## src/rtl/player_trail_gen.sv

```systemverilog
// player_trail_gen: per-frame ageing, left drift and cadence spawning of the player particle trail.
// Define TRAIL_JITTER_EN to add LFSR vertical jitter (clamped to the playfield) on spawned particles.
module player_trail_gen #(
  parameter int TRAIL_NUM   = 41,
  parameter int LIFE_MAX    = 10,
  parameter int SPAWN_DIV   = 2,
  parameter int DRIFT_STEP  = 4,
  parameter int PLAYER_X    = 160,
  parameter int PLAYER_SIZE = 40,
  parameter int UPPER_BOUND = 20,
  parameter int LOWER_BOUND = 460
) (
  input  logic                       clk,
  input  logic                       rst_n,
  input  logic                       frame_tick,
  input  logic [1:0]                 gamemode,
  input  logic [8:0]                 player_y,
  output logic [TRAIL_NUM-1:0][9:0]  trail_x,
  output logic [TRAIL_NUM-1:0][8:0]  trail_y,
  output logic [TRAIL_NUM-1:0][3:0]  trail_life
);
  localparam int CW = SPAWN_DIV > 1 ? $clog2(SPAWN_DIV) : 1;
  logic [TRAIL_NUM-1:0][9:0] x_q, x_d, ax;
  logic [TRAIL_NUM-1:0][8:0] y_q, y_d;
  logic [TRAIL_NUM-1:0][3:0] life_q, life_d, al;
  logic [CW-1:0] cnt_q, cnt_d;
  logic [9:0] sum;
  logic [8:0] cen, spawn_y;
  logic spawn;
  assign sum = {1'b0, player_y} + 10'(PLAYER_SIZE / 2);
  assign cen = sum[9] ? 9'd511 : sum[8:0];
`ifdef TRAIL_JITTER_EN
  localparam logic signed [11:0] YLO = 12'(UPPER_BOUND + 2);
  localparam logic signed [11:0] YHI = 12'(LOWER_BOUND - 3);
  logic [7:0] lfsr_q, lfsr_d;
  logic signed [11:0] j;
  assign j = $signed({3'b0, cen}) + $signed({9'b0, lfsr_q[2:0]}) - 12'sd3;
  assign spawn_y = 9'(j < YLO ? YLO : j > YHI ? YHI : j);
  assign lfsr_d = (frame_tick && gamemode[0]) ? {lfsr_q[6:0], lfsr_q[7] ^ lfsr_q[5] ^ lfsr_q[4] ^ lfsr_q[3]} : lfsr_q;
  always_ff @(posedge clk or negedge rst_n)
    if (!rst_n) lfsr_q <= 8'hA5;
    else lfsr_q <= lfsr_d;
`else
  assign spawn_y = cen;
`endif
  assign spawn = cnt_q == CW'(SPAWN_DIV - 1);
  // a live particle drifting past the left edge dies on the spot
  always_comb begin
    ax = x_q;
    al = life_q;
    for (int i = 0; i < TRAIL_NUM; i++) begin
      ax[i] = life_q[i] == 4'd0 ? x_q[i] : x_q[i] < 10'(DRIFT_STEP) ? 10'd0 : x_q[i] - 10'(DRIFT_STEP);
      al[i] = life_q[i] == 4'd0 || x_q[i] < 10'(DRIFT_STEP) ? 4'd0 : life_q[i] - 4'd1;
    end
  end
  always_comb begin
    x_d = x_q;
    y_d = y_q;
    life_d = life_q;
    cnt_d = cnt_q;
    if (gamemode == 2'b00) begin
      x_d = '0;
      y_d = '0;
      life_d = '0;
      cnt_d = '0;
    end else if (frame_tick && gamemode[0]) begin
      if (gamemode == 2'b01 && spawn) begin
        x_d = {ax[TRAIL_NUM-2:0], 10'(PLAYER_X)};
        y_d = {y_q[TRAIL_NUM-2:0], spawn_y};
        life_d = {al[TRAIL_NUM-2:0], 4'(LIFE_MAX)};
        cnt_d = '0;
      end else begin
        x_d = ax;
        life_d = al;
        cnt_d = gamemode[1] ? cnt_q : cnt_q + 1'b1;
      end
    end
  end
  always_ff @(posedge clk or negedge rst_n)
    if (!rst_n) begin
      x_q <= '0;
      y_q <= '0;
      life_q <= '0;
      cnt_q <= '0;
    end else begin
      x_q <= x_d;
      y_q <= y_d;
      life_q <= life_d;
      cnt_q <= cnt_d;
    end
  assign trail_x = x_q;
  assign trail_y = y_q;
  assign trail_life = life_q;
endmodule
```

## config.mk

```make
export PLATFORM = sky130hd
export DESIGN_NAME = player_trail_gen
export DESIGN_NICKNAME = d
export VERILOG_FILES = /design/src/rtl/player_trail_gen.sv
export SDC_FILE = /design/constraint.sdc
export NUM_CORES = 2
export LEC_CHECK = 0
export CORE_AREA = 2 2 373 375
export CTS_CLUSTER_SIZE = 8
export DETAILED_ROUTE_END_ITERATION = 6
export DIE_AREA = 0 0 375 377
export GPL_ROUTABILITY_DRIVEN = 0
export SLEW_MARGIN = 10
export SYNTH_ARGS = -nofsm -noshare
export SYNTH_HDL_FRONTEND = slang
export SYNTH_SLANG_ARGS = --single-unit
```

## constraint.sdc

```tcl
create_clock -name clk -period 3.7 [get_ports clk]
set_input_delay 1.11 -clock clk [delete_from_list [all_inputs] [get_ports clk]]
set_output_delay 1.11 -clock clk [all_outputs]
set_load 0.02 [all_outputs]
```

==> metrics.md <==
| Metric | Value |
|---|---|
| Final setup fails | `0` |
| Storage element area | `23600 sq um` |
| RSZ-0062 raised after global routing | `no` |
| Clock transition at path regs | `0.05 ns` |
| Post-synth ARST share | `1.00` |
| CTS Buf Count | `138` |
| Status | `complete, no violations` |
| Worst-Margin Slew | `0.981 ns` |
| Routed length per placed instance | `25.6 um` |
| Number of hold buffers added after cts | `0` |
| CTS Sinks | `944` |
| Startpoint type of the worst setup path | `flip-flop` |
| Die footprint | `141000 sq um` |
| Worst path cell trace | `clkdlybuf4s50_1` |
| Final WS setup | `0.316 ns` |
| Nets | `6856` |
| Fill count | `12800` |
| Period utilization | `0.915` |
| Largest net degree at the start of global routing | `117` |
| Post-DP HPWL | `162000 um` |
| Post-DRT Antenna Nets | `0` |
| Worst r2r src | `trail_x[332]` |
| Reg2reg end | `trail_x[333]` |
| Fmax | `295 MHz` |
| Post-CTS setup repair buffer count | `0` |
| Yosys Warn Count | `0` |
| Clock Latency Late Sink | `0.77 ns` |
| IO Port Bufs | `956` |
| # Max-Cap Violations | `0` |
| # IOs | `957` |
| Synth cell count leaders | `1190 x nand2_1, 944 x dfrtp_1, 346 x a21oi_1` |
| Die Wd | `375 um` |
| Syn Nets | `5941` |
| GRT Max-Usage Layer | `met2` |
| Max Clock Skew | `0.0244 ns` |
| Met3 global-route usage | `0.0902` |
| CP peak stage delay | `0.90 ns` |
| Post-synth top area share | `0.460` |
| Grt met2 use | `0.472` |
| Slew margin rel. | `0.340` |
| Initial core utilization | `0.375` |
| Antenna Cells | `0` |
| Row count | `136` |
| Ys flop type | `dfrtp_1` |
| Post-Syn Instances | `5803` |
| Antenna violations before repair | `3` |
| Ranking of synthesized cells by area | `dfrtp_1 46%, nand2_1 8.7%, a21oi_1 3.4%` |
| DR vias/cell | `5.90` |
| Initial DRC Count | `4871` |
| Synth Cell Area | `51300 sq um` |
| Number of remaining DRC errors | `0` |
| CP bufs+invs | `1` |
| Delay-heaviest family, CP | `buffers and inverters` |
| Most common cell in the netlist | `nand2_1` |
| Min cycle time layout | `3.38 ns` |
| Synthesized flop and latch total | `944` |
| CTS tree | `done` |
| Reg2Reg Depth | `7` |
| Sum of negative setup slack | `0 ns` |
| Remaining Overflow, GRT | `0` |
| Hold Crit Class | `input pin to asynchronous set/reset pin` |
| Share of cells above drive strength 1 | `0.0697` |
| Core area | `137000 sq um` |
| Cts repair resizes | `0` |
| Post-placement setup slack | `0.0390 ns` |
| Area Growth Syn to Fin | `31.1%` |
| Area of the multi-input gates | `25500 sq um` |
| Final Max Slew Viols | `0` |
| Vias in the first global route | `48300` |
| R2R Setup Slk | `1.06 ns` |
| Maximum vdd ir drop | `0.481 mV` |
| Post-synth EDFFs | `0` |
| PwrDens | `833 nW/um^2` |
| H-tree Lvls | `4` |
| GR Util All Layers | `0.301` |
| Vias | `50400` |
| Root Driver | `clkbuf_16` |
| Critical path's slowest cell | `clkdlybuf4s50_1` |
| Register area share after synthesis | `0.460` |
| M1 GR Usage | `0.383` |
| Crit path max fanout | `11` |
| Leakage | `29.2 nW` |
| Kind of critical path | `flip-flop to output port` |
| Drt total wl | `219000 um` |
| CP Data Arrival Time | `2.27 ns` |
| Final hold violations | `0` |
| Mean post-synth cell area | `8.84 sq um` |
| DRT Pass-1 Iters | `6` |
| Global-route wire length before repair | `324000 um` |
| Post-synth top area cell | `dfrtp_1` |
| Data required time of the worst path | `2.59 ns` |
| Count of cell types in the netlist | `96` |
| Endpoint class of the critical path | `output port` |
| Die Y | `377 um` |
| Max Root-Sink Buffers | `3` |
[placed cells by master, fill, tap and decap left out, types with 38 or more instances in the layout]
cell type and n:
nor3b_1 80, xor2_1 56, a21o_1 38, nand2b_1 52, nor2_1 253, nor4_1 73
mux2i_1 39, buf_12 48, clkdlybuf4s50_1 955, o21ai_0 332, o211ai_1 46, a31oi_1 51
dfrtp_1 944, clkbuf_16 140, a22o_1 81, xnor2_1 104, ha_1 124, nand2_1 1186
a21oi_1 346, nand3_1 345, nor3_1 182, o221ai_1 162, a22oi_1 47, buf_4 105
a211oi_1 44, or4_1 59, or3b_2 50, inv_1 212
[cells by family after synthesis]
logic type                 synth area share
AOI/OAI and AO/OA                     0.192
xor gates and xnor gates             0.0273
and+or+nand+nor                       0.237
DFF                                   0.460
adders and majority gates            0.0302
buffers and inverters                0.0434
muxes                               0.00958
[per-stage QoR]
step	power, W	instances	util	area (sq um)	hold slack (ns)
2_1_floorplan	0.0329	5803	-	51300	0.554
3_3_place_gp	0.0438	8372	0.464	63500	0.458
3_5_place_dp	0.0440	8372	0.464	63500	0.480
4_1_cts	0.0559	8539	0.491	67300	0.263
5_1_grt	0.0594	8539	0.491	67300	0.273
6_report	0.0560	8539	0.491	67300	0.284
[worst max-delay path by stage]
| stage | slack, ns | end | cells past startpoint | startpoint |
|---|---|---|---|---|
| 6_report | 0.32 | trail_x[395] | 1 | trail_x[395] |
| 5_1_grt | 0.20 | trail_x[395] | 1 | trail_x[395] |
| 4_1_cts | 0.23 | trail_x[395] | 1 | trail_x[395] |
| 3_5_place_dp | 0.04 | trail_x[405] | 7 | gamemode[0] |
| 3_3_place_gp | 0.08 | trail_x[405] | 7 | gamemode[0] |
| 2_1_floorplan | 1.09 | trail_x[13] | 9 | gamemode[0] |
[per-layer routing]
| metal | vias to the layer above | wire length, um |
|---|---|---|
| li1 | 22800 | - |
| met1 | 25000 | 88800 |
| met2 | 2128 | 99800 |
| met3 | 400 | 20300 |
| met4 | 4 | 9880 |
| met5 | - | 28 |
[cell type report]
| class | count | area share |
|---|---|---|
| Clock inverter | 16 | 0.00301 |
| Clock buffer | 151 | 0.0528 |
| Inverter | 212 | 0.0118 |
| Tap cell | 1794 | 0.0334 |
| Timing Repair Buffer | 1109 | 0.168 |
| Sequential cell | 944 | 0.351 |
| Multi-Input combinational cell | 4313 | 0.380 |
[registers in the layout, indices dropped and copies added, names as in the netlist]
register,cells
trail_life,164
trail_y,369
cnt_q,1
trail_x,410
[report_power, final]
part | leakage [nW] | internal [W] | switching, W
Sequential | 12.9 | 0.0122 | 0.00394
Clock | 1.84 | 0.00677 | 0.00488
Combinational | 14.4 | 0.0112 | 0.0170
No activity file was read; power rests on OpenSTA's default activity.
